### config.mk
export PLATFORM = sky130hd
export DESIGN_NAME = reaction_game_ctrl_flat
export DESIGN_NICKNAME = d
export VERILOG_FILES = /design/src/rtl/reaction_game_ctrl_if.sv /design/src/rtl/reaction_game_ctrl.sv /design/src/flat_wrapper.sv
export SDC_FILE = /design/constraint.sdc
export NUM_CORES = 1
export LEC_CHECK = 0
export CAP_MARGIN = 15
export CORE_ASPECT_RATIO = 0.75
export CORE_MARGIN = 10
export CORE_UTILIZATION = 60
export DETAILED_ROUTE_END_ITERATION = 8
export PLACE_DENSITY = 0.8
export SKIP_LAST_GASP = 1
export SYNTH_ARGS = -nofsm -noshare
export SYNTH_HDL_FRONTEND = slang
export SYNTH_SLANG_ARGS = --single-unit
### constraint.sdc
create_clock -name clk -period 2.85 [get_ports clk]
set_input_delay 0.57 -clock clk [delete_from_list [all_inputs] [get_ports clk]]
set_output_delay 0.57 -clock clk [all_outputs]
set_load 0.05 [all_outputs]
### src/rtl/reaction_game_ctrl_if.sv
// Interface between the reaction-game controller and the seven-segment display side.
// master : controller (consumes button pulses, drives display number/select/mode and lamps)
// slave  : button/display side (drives button pulses, observes controller outputs)
//   btn_start / btn_react / btn_mode : single-cycle debounced button pulses
//   number  : result in ms to display      select : 0 mode name, 1 number
//   mode    : 0 easy, 1 regular, 2 hard    led    : GO lamp
//   fault   : false start flag             timeout: window expired flag
interface reaction_game_ctrl_if;
  logic        btn_start;
  logic        btn_react;
  logic        btn_mode;
  logic [13:0] number;
  logic        select;
  logic [1:0]  mode;
  logic        led;
  logic        fault;
  logic        timeout;

  modport master (
    input  btn_start, btn_react, btn_mode,
    output number, select, mode, led, fault, timeout
  );

  modport slave (
    output btn_start, btn_react, btn_mode,
    input  number, select, mode, led, fault, timeout
  );
endinterface

### src/rtl/reaction_game_ctrl.sv
// Reaction-time game controller feeding a 4-digit seven-segment display driver.
// Sequences one trial: mode select, random hold-off, GO lamp, millisecond count, result.
// Ports:
//   clk   : system clock
//   rst_n : asynchronous active-low reset
//   bus   : reaction_game_ctrl_if.master (buttons in; number/select/mode/led/fault/timeout out)
module reaction_game_ctrl #(
  parameter int unsigned TICK_DIV     = 100000,
  parameter int unsigned MIN_DELAY_MS = 1000,
  parameter int unsigned SPAN_BITS    = 11,
  parameter int unsigned LIMIT_EASY   = 2000,
  parameter int unsigned LIMIT_REG    = 1000,
  parameter int unsigned LIMIT_HARD   = 500
) (
  input  logic                        clk,
  input  logic                        rst_n,
  reaction_game_ctrl_if.master        bus
);

  localparam int unsigned PscW = (TICK_DIV > 1) ? $clog2(TICK_DIV) : 1;

  typedef enum logic [2:0] {
    StIdle,
    StWait,
    StGo,
    StFault,
    StDone
  } state_e;

  state_e          state_q, state_d;
  logic [PscW-1:0] psc_q, psc_d;
  logic [15:0]     lfsr_q, lfsr_d;
  logic [11:0]     delay_q, delay_d;
  logic [13:0]     count_q, count_d;
  logic [13:0]     number_q, number_d;
  logic            select_q, select_d;
  logic [1:0]      mode_q, mode_d;
  logic            led_q, led_d;
  logic            fault_q, fault_d;
  logic            timeout_q, timeout_d;

  logic            tick;
  logic            lfsr_fb;
  logic [13:0]     limit;
  logic [13:0]     count_inc;

  assign tick      = (psc_q == PscW'(TICK_DIV - 1));
  assign count_inc = count_q + 14'd1;

  // Fibonacci LFSR, taps 16,14,13,11 (shift-right form); a non-zero seed never reaches zero.
  assign lfsr_fb = lfsr_q[0] ^ lfsr_q[2] ^ lfsr_q[3] ^ lfsr_q[5];
  assign lfsr_d  = {lfsr_fb, lfsr_q[15:1]};

  always_comb begin
    limit = 14'(LIMIT_EASY);
    unique case (mode_q)
      2'd1:    limit = 14'(LIMIT_REG);
      2'd2:    limit = 14'(LIMIT_HARD);
      default: limit = 14'(LIMIT_EASY);
    endcase
  end

  always_comb begin
    state_d   = state_q;
    psc_d     = tick ? '0 : psc_q + 1'b1;
    delay_d   = delay_q;
    count_d   = count_q;
    number_d  = number_q;
    select_d  = select_q;
    mode_d    = mode_q;
    led_d     = led_q;
    fault_d   = fault_q;
    timeout_d = timeout_q;

    unique case (state_q)
      StIdle: begin
        select_d = 1'b0;
        led_d    = 1'b0;
        // btn_react has no meaning here, so start outranks mode.
        if (bus.btn_start) begin
          delay_d   = 12'(MIN_DELAY_MS) + 12'(lfsr_q[SPAN_BITS-1:0]);
          fault_d   = 1'b0;
          timeout_d = 1'b0;
          number_d  = '0;
          psc_d     = '0;
          state_d   = StWait;
        end else if (bus.btn_mode) begin
          mode_d = (mode_q == 2'd2) ? 2'd0 : mode_q + 2'd1;
        end
      end

      StWait: begin
        if (bus.btn_react) begin
          number_d = '0;
          fault_d  = 1'b1;
          select_d = 1'b1;
          led_d    = 1'b0;
          state_d  = StFault;
        end else if (tick) begin
          // Test for <= 1 so a zero-length hold-off cannot wrap the counter.
          if (delay_q <= 12'd1) begin
            delay_d = '0;
            count_d = '0;
            psc_d   = '0;
            led_d   = 1'b1;
            state_d = StGo;
          end else begin
            delay_d = delay_q - 12'd1;
          end
        end
      end

      StGo: begin
        led_d = 1'b1;
        if (bus.btn_react) begin
          // Completed ms only; a tick landing on this cycle is not counted.
          number_d = count_q;
          led_d    = 1'b0;
          select_d = 1'b1;
          state_d  = StDone;
        end else if (tick) begin
          if (count_inc == limit) begin
            number_d  = limit;
            timeout_d = 1'b1;
            led_d     = 1'b0;
            select_d  = 1'b1;
            state_d   = StDone;
          end else begin
            count_d = count_inc;
          end
        end
      end

      StFault, StDone: begin
        if (bus.btn_start) begin
          select_d = 1'b0;
          state_d  = StIdle;
        end
      end

      default: begin
        state_d = StIdle;
      end
    endcase
  end

  always_ff @(posedge clk or negedge rst_n) begin
    if (!rst_n) begin
      state_q   <= StIdle;
      psc_q     <= '0;
      lfsr_q    <= 16'hACE1;
      delay_q   <= '0;
      count_q   <= '0;
      number_q  <= '0;
      select_q  <= 1'b0;
      mode_q    <= 2'd0;
      led_q     <= 1'b0;
      fault_q   <= 1'b0;
      timeout_q <= 1'b0;
    end else begin
      state_q   <= state_d;
      psc_q     <= psc_d;
      lfsr_q    <= lfsr_d;
      delay_q   <= delay_d;
      count_q   <= count_d;
      number_q  <= number_d;
      select_q  <= select_d;
      mode_q    <= mode_d;
      led_q     <= led_d;
      fault_q   <= fault_d;
      timeout_q <= timeout_d;
    end
  end

  assign bus.number  = number_q;
  assign bus.select  = select_q;
  assign bus.mode    = mode_q;
  assign bus.led     = led_q;
  assign bus.fault   = fault_q;
  assign bus.timeout = timeout_q;

endmodule

### src/flat_wrapper.sv
// flat-port wrapper written by rule: the top's interface ports become plain ports
module reaction_game_ctrl_flat 
#(
  parameter int unsigned TICK_DIV     = 100000,
  parameter int unsigned MIN_DELAY_MS = 1000,
  parameter int unsigned SPAN_BITS    = 11,
  parameter int unsigned LIMIT_EASY   = 2000,
  parameter int unsigned LIMIT_REG    = 1000,
  parameter int unsigned LIMIT_HARD   = 500
)
  (clk, rst_n, bus_btn_start, bus_btn_react, bus_btn_mode, bus_number, bus_select, bus_mode, bus_led, bus_fault, bus_timeout);
  reaction_game_ctrl_if bus_i ();
  input  logic clk;
  input  logic rst_n;
  input wire logic [$bits(bus_i.btn_start)-1:0] bus_btn_start;
  input wire logic [$bits(bus_i.btn_react)-1:0] bus_btn_react;
  input wire logic [$bits(bus_i.btn_mode)-1:0] bus_btn_mode;
  output wire logic [$bits(bus_i.number)-1:0] bus_number;
  output wire logic [$bits(bus_i.select)-1:0] bus_select;
  output wire logic [$bits(bus_i.mode)-1:0] bus_mode;
  output wire logic [$bits(bus_i.led)-1:0] bus_led;
  output wire logic [$bits(bus_i.fault)-1:0] bus_fault;
  output wire logic [$bits(bus_i.timeout)-1:0] bus_timeout;
  assign bus_i.btn_start = bus_btn_start;
  assign bus_i.btn_react = bus_btn_react;
  assign bus_i.btn_mode = bus_btn_mode;
  assign bus_number = bus_i.number;
  assign bus_select = bus_i.select;
  assign bus_mode = bus_i.mode;
  assign bus_led = bus_i.led;
  assign bus_fault = bus_i.fault;
  assign bus_timeout = bus_i.timeout;
  reaction_game_ctrl #(.TICK_DIV(TICK_DIV), .MIN_DELAY_MS(MIN_DELAY_MS), .SPAN_BITS(SPAN_BITS), .LIMIT_EASY(LIMIT_EASY), .LIMIT_REG(LIMIT_REG), .LIMIT_HARD(LIMIT_HARD)) u_core (.clk(clk), .rst_n(rst_n), .bus(bus_i));
endmodule
## Word-level counts from Yosys, hierarchy flattened

Index checks and enable logic that the tools add are counted.

- Add/sub/neg operators: 5
- $lt $le $gt $ge: 1
- Equal/unequal tests: 22
- Multiplexer cells: 51
- Bitwise operators: 4
- Reduce and logical (&&, ||, !) cells: 16

Operators by type and width:

| operator | count |
|---|---|
| $mux 14 | 11 |
| $mux 17 | 5 |
| $mux 12 | 4 |
| $pmux 14 s3 | 1 |
| $pmux 17 s2 | 1 |
| $pmux 14 s2 | 1 |
| $mux 3 | 8 |
| $pmux 12 s2 | 1 |
| $pmux 11 s2 | 1 |
| $add 17x1->17 const B | 1 |
| $eq 17x17->1 const B | 1 |
| $reduce_and 5->1 | 3 |
| $add 14x1->14 const B | 1 |
| $eq 14x11->1 | 1 |
| $add 10x11->12 const A | 1 |
| $le 12x1->1 const B | 1 |
| $mux 1 | 12 |
| $ne 2x2->1 const B | 6 |
| $ne 3x2->1 const B | 4 |
| $pmux 3 s4 | 1 |
| $sub 12x1->12 const B | 1 |
| $reduce_and 3->1 | 3 |
| $ne 2x1->1 const B | 4 |
| $reduce_and 7->1 | 1 |
| 19 further kinds | 25 |

- Register bits: 82
- Word-level logic and storage cells: 110

## Logic depth before layout (Yosys ltp)

- Word-level depth: 7
- Mapped depth: 11

## Worst setup path before layout

No wires, ideal clock.

- Path type: register -> register
- Start: register u_core.mode_q[0], in the netlist u_core.bus.mode[0]
- End: register u_core.count_q[1]
- Setup time: 122 ps
- Arrival: 2872 ps
- Data required time: 2728 ps
- Path slack: -143 ps
- Cell stages (with the launch flop): 11
- Path buffers: 1
- Cell sequence: dfrtp_1 -> inv_1 -> ha_1 -> clkbuf_1 -> or3b_2 -> a31o_2 -> o311a_2 -> a2bb2oi_1 -> nand4_1 -> and2_4 -> a32o_1

- Longest elaborated chain between the ends: 5

RTL lines:

| item | line | RTL |
|---|---|---|
| start, declared | reaction_game_ctrl.sv:37 | `logic [1:0] mode_q, mode_d;` |
| start signal, assigned | reaction_game_ctrl.sv:168 | `mode_q <= mode_d;` |
| $eq 2x2->1 or $eq 2x1->1 (tied branches) | reaction_game_ctrl.sv:56 | `unique case (mode_q)` |
| $pmux 11 s2 * | reaction_game_ctrl.sv:56 |  |
| $eq 14x11->1 * | reaction_game_ctrl.sv:122 | `if (count_inc == limit) begin` |
| $ne 2x2->1 (no line) * | -- |  |
| $reduce_and 7->1 (no line) * | -- |  |
| end signal, assigned | reaction_game_ctrl.sv:165 | `count_q <= count_d;` |
| end, declared | reaction_game_ctrl.sv:34 | `logic [13:0] count_q, count_d;` |

Mark *: on every way between the ends. The rest lies on a longest branch, timed or not.
A chain may end at the register's enable or synchronous reset.

## Final worst setup path

- Start: register u_core.mode_q[0], in the netlist u_core.bus.mode[0]
- End: register u_core.number_q[6], in the netlist u_core.bus.number[6]

- Longest elaborated chain between the ends: 5

RTL lines:

| item | line | RTL |
|---|---|---|
| $eq 2x2->1 or $eq 2x1->1 (tied branches) | reaction_game_ctrl.sv:56 |  |
| $pmux 11 s2 * | reaction_game_ctrl.sv:56 |  |
| $eq 14x11->1 * | reaction_game_ctrl.sv:122 |  |
| $ne 3x2->1 (no line) * | -- |  |
| $reduce_and 5->1 (no line) * | -- |  |
| end signal, assigned | reaction_game_ctrl.sv:166 | `number_q <= number_d;` |
| end, declared | reaction_game_ctrl.sv:35 | `logic [13:0] number_q, number_d;` |

Marks and branches as above.

==> impl_metrics.yaml <==
power:
  cellLeakagePower_nw: 2.24
  vdd_drop_max_mv: 0.676
  powerDensity_nw_per_um2: 859
  total_power_w: 0.00445
setup_path:
  r2r_start: "u_core.bus.mode[0]$_DFFE_PN0P_"
  reg2reg_to: "u_core.bus.number[6]$_DFFE_PN0P_"
  critPathMaxFanout: 9
  path_class: "reg2reg"
  reg2reg_depth: 9
  crit_end: "u_core.bus.number[6]$_DFFE_PN0P_"
  rrSetupSlack_ps: 80
  cp-end-kind: "flop"
  startpoint: "u_core.bus.mode[0]$_DFFE_PN0P_"
  crit_arrival_ps: 2980
  worstPathRequired_ps: 3070
  startpoint_type: "flop"
cells_and_area:
  num-fill-cells: 591
  drive_above_1_share_pct: 15.7
  nets: 517
  multi_input_area_um2: 2250
  n_antenna_cell: 0
  seq_area_um2: 2070
  fin_cells: 609
  synthToLayoutAreaGrowth_pct: 13.8
timing:
  drv_slew: 0
  finalCritPeriodShare_pct: 97.1
  fmax_ghz: 0.361
  setup_viol: 0
  hold_viol: 0
  clock_skew_ps: 11.3
  tightestPinTransition_ps: 700
  tns_ps: 0
  maxSlewHeadroom_pct: 53.1
  min_period_ps: 2770
drt:
  antenna_left: 0
  wl_per_cell_um: 17.9
  wl_um: 10900
  drc: 0
  num_vias: 3777
  avgViaCountPerCell: 6.20
  drt_first_iter_violations: 517
  drt-pass1-iter-count: 5
clocking:
  clk_latency_ps: 340
  cts_tree: "yes"
  root_buffer: "clkbuf_8"
  cts.path.max_buffers: 2
  htree_levels: 3
  clkSlewWorstSetupHoldPaths_ps: 80
  numCtsBuffers: 9
  hold_buffers: 0
  cts_sinks: 82
floorplanning:
  die_w_um: 121
  initial_core_util_pct: 61.8
  core-area_um2: 7360
  io_pins: 25
  die_h_um: 95.4
  design.die.area_um2: 11500
  fp-row-count: 27
synth:
  ys_ff_latch: 82
  synth_adder_area_share_pct: 2.47
  synth_edf_count: 0
  ys.warnings.count: 0
  synth_xor_area_share_pct: 5.77
  syn_area_um2: 4550
  ys_seq_area_share_pct: 45.3
  syn_area_per_cell_um2: 9.73
  syn_nets: 482
  synth_top_family_by_area: "simple AND/OR/NAND/NOR gates"
  synth_cells: 468
  muxShareOfSynthArea_pct: 1.59
  ys_types: 69
  synth_compound_area_share_pct: 19.4
  synthArstFlopShare_pct: 100
  synth_simple_gate_area_share_pct: 19.5
  synth_top_flop_cell: "dfrtp_1"
global_route:
  grt_use_total_pct: 18.9
  grt_pass1_vias: 3435
  grt_pass1_wl_um: 17700
  grt_antenna_before_repair: 0
  grt_overflow: 0
  grt_start_max_net_pins: 51
placed_design:
  dp_cells: 589
  hpwlAfterDp_um: 7980
  place.gp.congestion: 0.957
  io_buffers: 24
worst_hold_path:
  worstHoldPathType: "in2async"
run_status:
  outcome: "completed"
flow_run:
  maxCapViolations: 0
==> area by class of cell <==
type | instances | share of cell area (%)
multi-input combinational | 338 | 43.4
sequential | 82 | 39.9
timing repair buffer | 49 | 8.46
clock buffer | 13 | 3.26
tap | 101 | 2.44
inverter | 23 | 1.67
clock inverter | 3 | 0.894
==> worst max-delay path: stages, from the launching register on <==
cell and delay [ps]:
dfrtp_2 430, inv_1 90, ha_2 330, or4_1 540
a21oi_2 170, o211ai_1 100, and4b_4 380, o311ai_4 130
buf_4 180, a221o_1 300
==> Yosys cell counts, drive strengths merged (5+ instances only) <==
cell type / instances / area (um^2)
a21oi: 27 / 135
xor2: 16 / 140
clkbuf: 15 / 106
a22o: 10 / 88.8
o2bb2ai: 7 / 61.3
or3: 5 / 31.3
dfstp: 8 / 210
inv: 22 / 82.6
a211oi: 6 / 50.1
mux2i: 5 / 50.1
buf: 10 / 77.6
nor2: 51 / 191
ha: 9 / 113
nand4: 9 / 56.3
and3: 10 / 65.1
nand3: 22 / 115
o21ai: 40 / 200
xnor2: 14 / 123
nor4: 8 / 65.1
nor3: 19 / 95.1
dfrtp: 74 / 1850
nand2: 18 / 70.1
==> per-stage QoR <==
stage / hold WS [ps] / setup WS (ps) / utilization (%) / instance area (um^2)
after CTS: 253 / 12.1 / 69.5 / 5120
after floorplan: 274 / 11.6 / - / 4550
after detailed placement: 337 / 39.7 / 66.6 / 4900
final: 248 / 83.5 / 70.3 / 5180
after global placement: 334 / 172 / 66.6 / 4900
after global routing: 276 / -13.5 / 70.3 / 5180
==> state kept, by name, indices dropped and copies added, names as in the netlist <==
signal / cells
u_core.bus.fault: 1
u_core.bus.led: 1
u_core.bus.mode: 2
u_core.bus.number: 14
u_core.bus.select: 1
u_core.bus.timeout: 1
u_core.count_q: 14
u_core.delay_q: 12
u_core.lfsr_q: 16
u_core.psc_q: 17
u_core.state_q: 3
==> layout by cell type, fill, tap and decap left out, types with 3 or more instances in the layout <==
| cell | netlist | final |
|---|---|---|
| dfrtp_1 | 74 | 71 |
| nor2_1 | 51 | 51 |
| o21ai_0 | 38 | 37 |
| a21oi_1 | 27 | 26 |
| buf_4 | 1 | 25 |
| clkdlybuf4s50_1 | 0 | 23 |
| inv_1 | 22 | 22 |
| nand3_1 | 21 | 21 |
| nor3_1 | 19 | 19 |
| nand2_1 | 17 | 17 |
| xor2_1 | 16 | 16 |
| xnor2_1 | 14 | 14 |
| clkbuf_8 | 5 | 12 |
| nand4_1 | 9 | 9 |
| a22o_1 | 9 | 9 |
| and3_1 | 8 | 8 |
| dfstp_2 | 8 | 8 |
| nor4_1 | 7 | 7 |
| o2bb2ai_1 | 7 | 7 |
| ha_1 | 9 | 7 |
| or3_1 | 5 | 5 |
| mux2i_1 | 5 | 5 |
| a211oi_1 | 5 | 5 |
| and4_1 | 4 | 4 |
| o211ai_1 | 4 | 4 |
| o31ai_1 | 4 | 4 |
| a22oi_1 | 4 | 4 |
| o21ai_1 | 2 | 3 |
| a221o_1 | 3 | 3 |
| a21o_1 | 3 | 3 |
| dfrtp_2 | 0 | 3 |
==> power breakdown <==
part / total [W] / internal [W] / switching [W]
logic: 0.00199 / 0.000740 / 0.00125
registers: 0.00158 / 0.00138 / 0.000195
clock network: 0.000880 / 0.000479 / 0.000401
==> routing by layer <==
layer	global-route usage (%)	routed length (um)	vias up
met3	4.96	1090	9
met4	4.31	63	0
met2	27.2	4670	184
li1	-	-	1773
met1	27.7	5070	1811
met5	0	0	-
==> cells by family after synthesis <==
| logic type | Yosys count |
|---|---|
| AO/OA/AOI/OAI | 127 |
| adder cells (fa/ha/maj) | 9 |
| XOR/XNOR | 30 |
| buffers and inverters | 48 |
| multiplexers | 7 |
| AND/OR/NAND/NOR | 165 |
| flip-flops | 82 |
==> what timing repair did <==
item                                    in CTS  in global routing
endpoints found under the setup margin       0                 19
buffers inserted                             0                  4
resized for setup                            0                  7
==> worst min path at each step <==
stage	endpoint	slack [ps]
after floorplan	u_core.bus.fault$_DFFE_PN0P_	270
after global placement	u_core.lfsr_q[11]$_DFF_PN1_	330
after detailed placement	u_core.lfsr_q[13]$_DFF_PN1_	340
after CTS	u_core.psc_q[13]$_DFF_PN0_	250
after global routing	u_core.psc_q[13]$_DFF_PN0_	280
final	u_core.psc_q[13]$_DFF_PN0_	250
(Power assumes the default switching activity.)
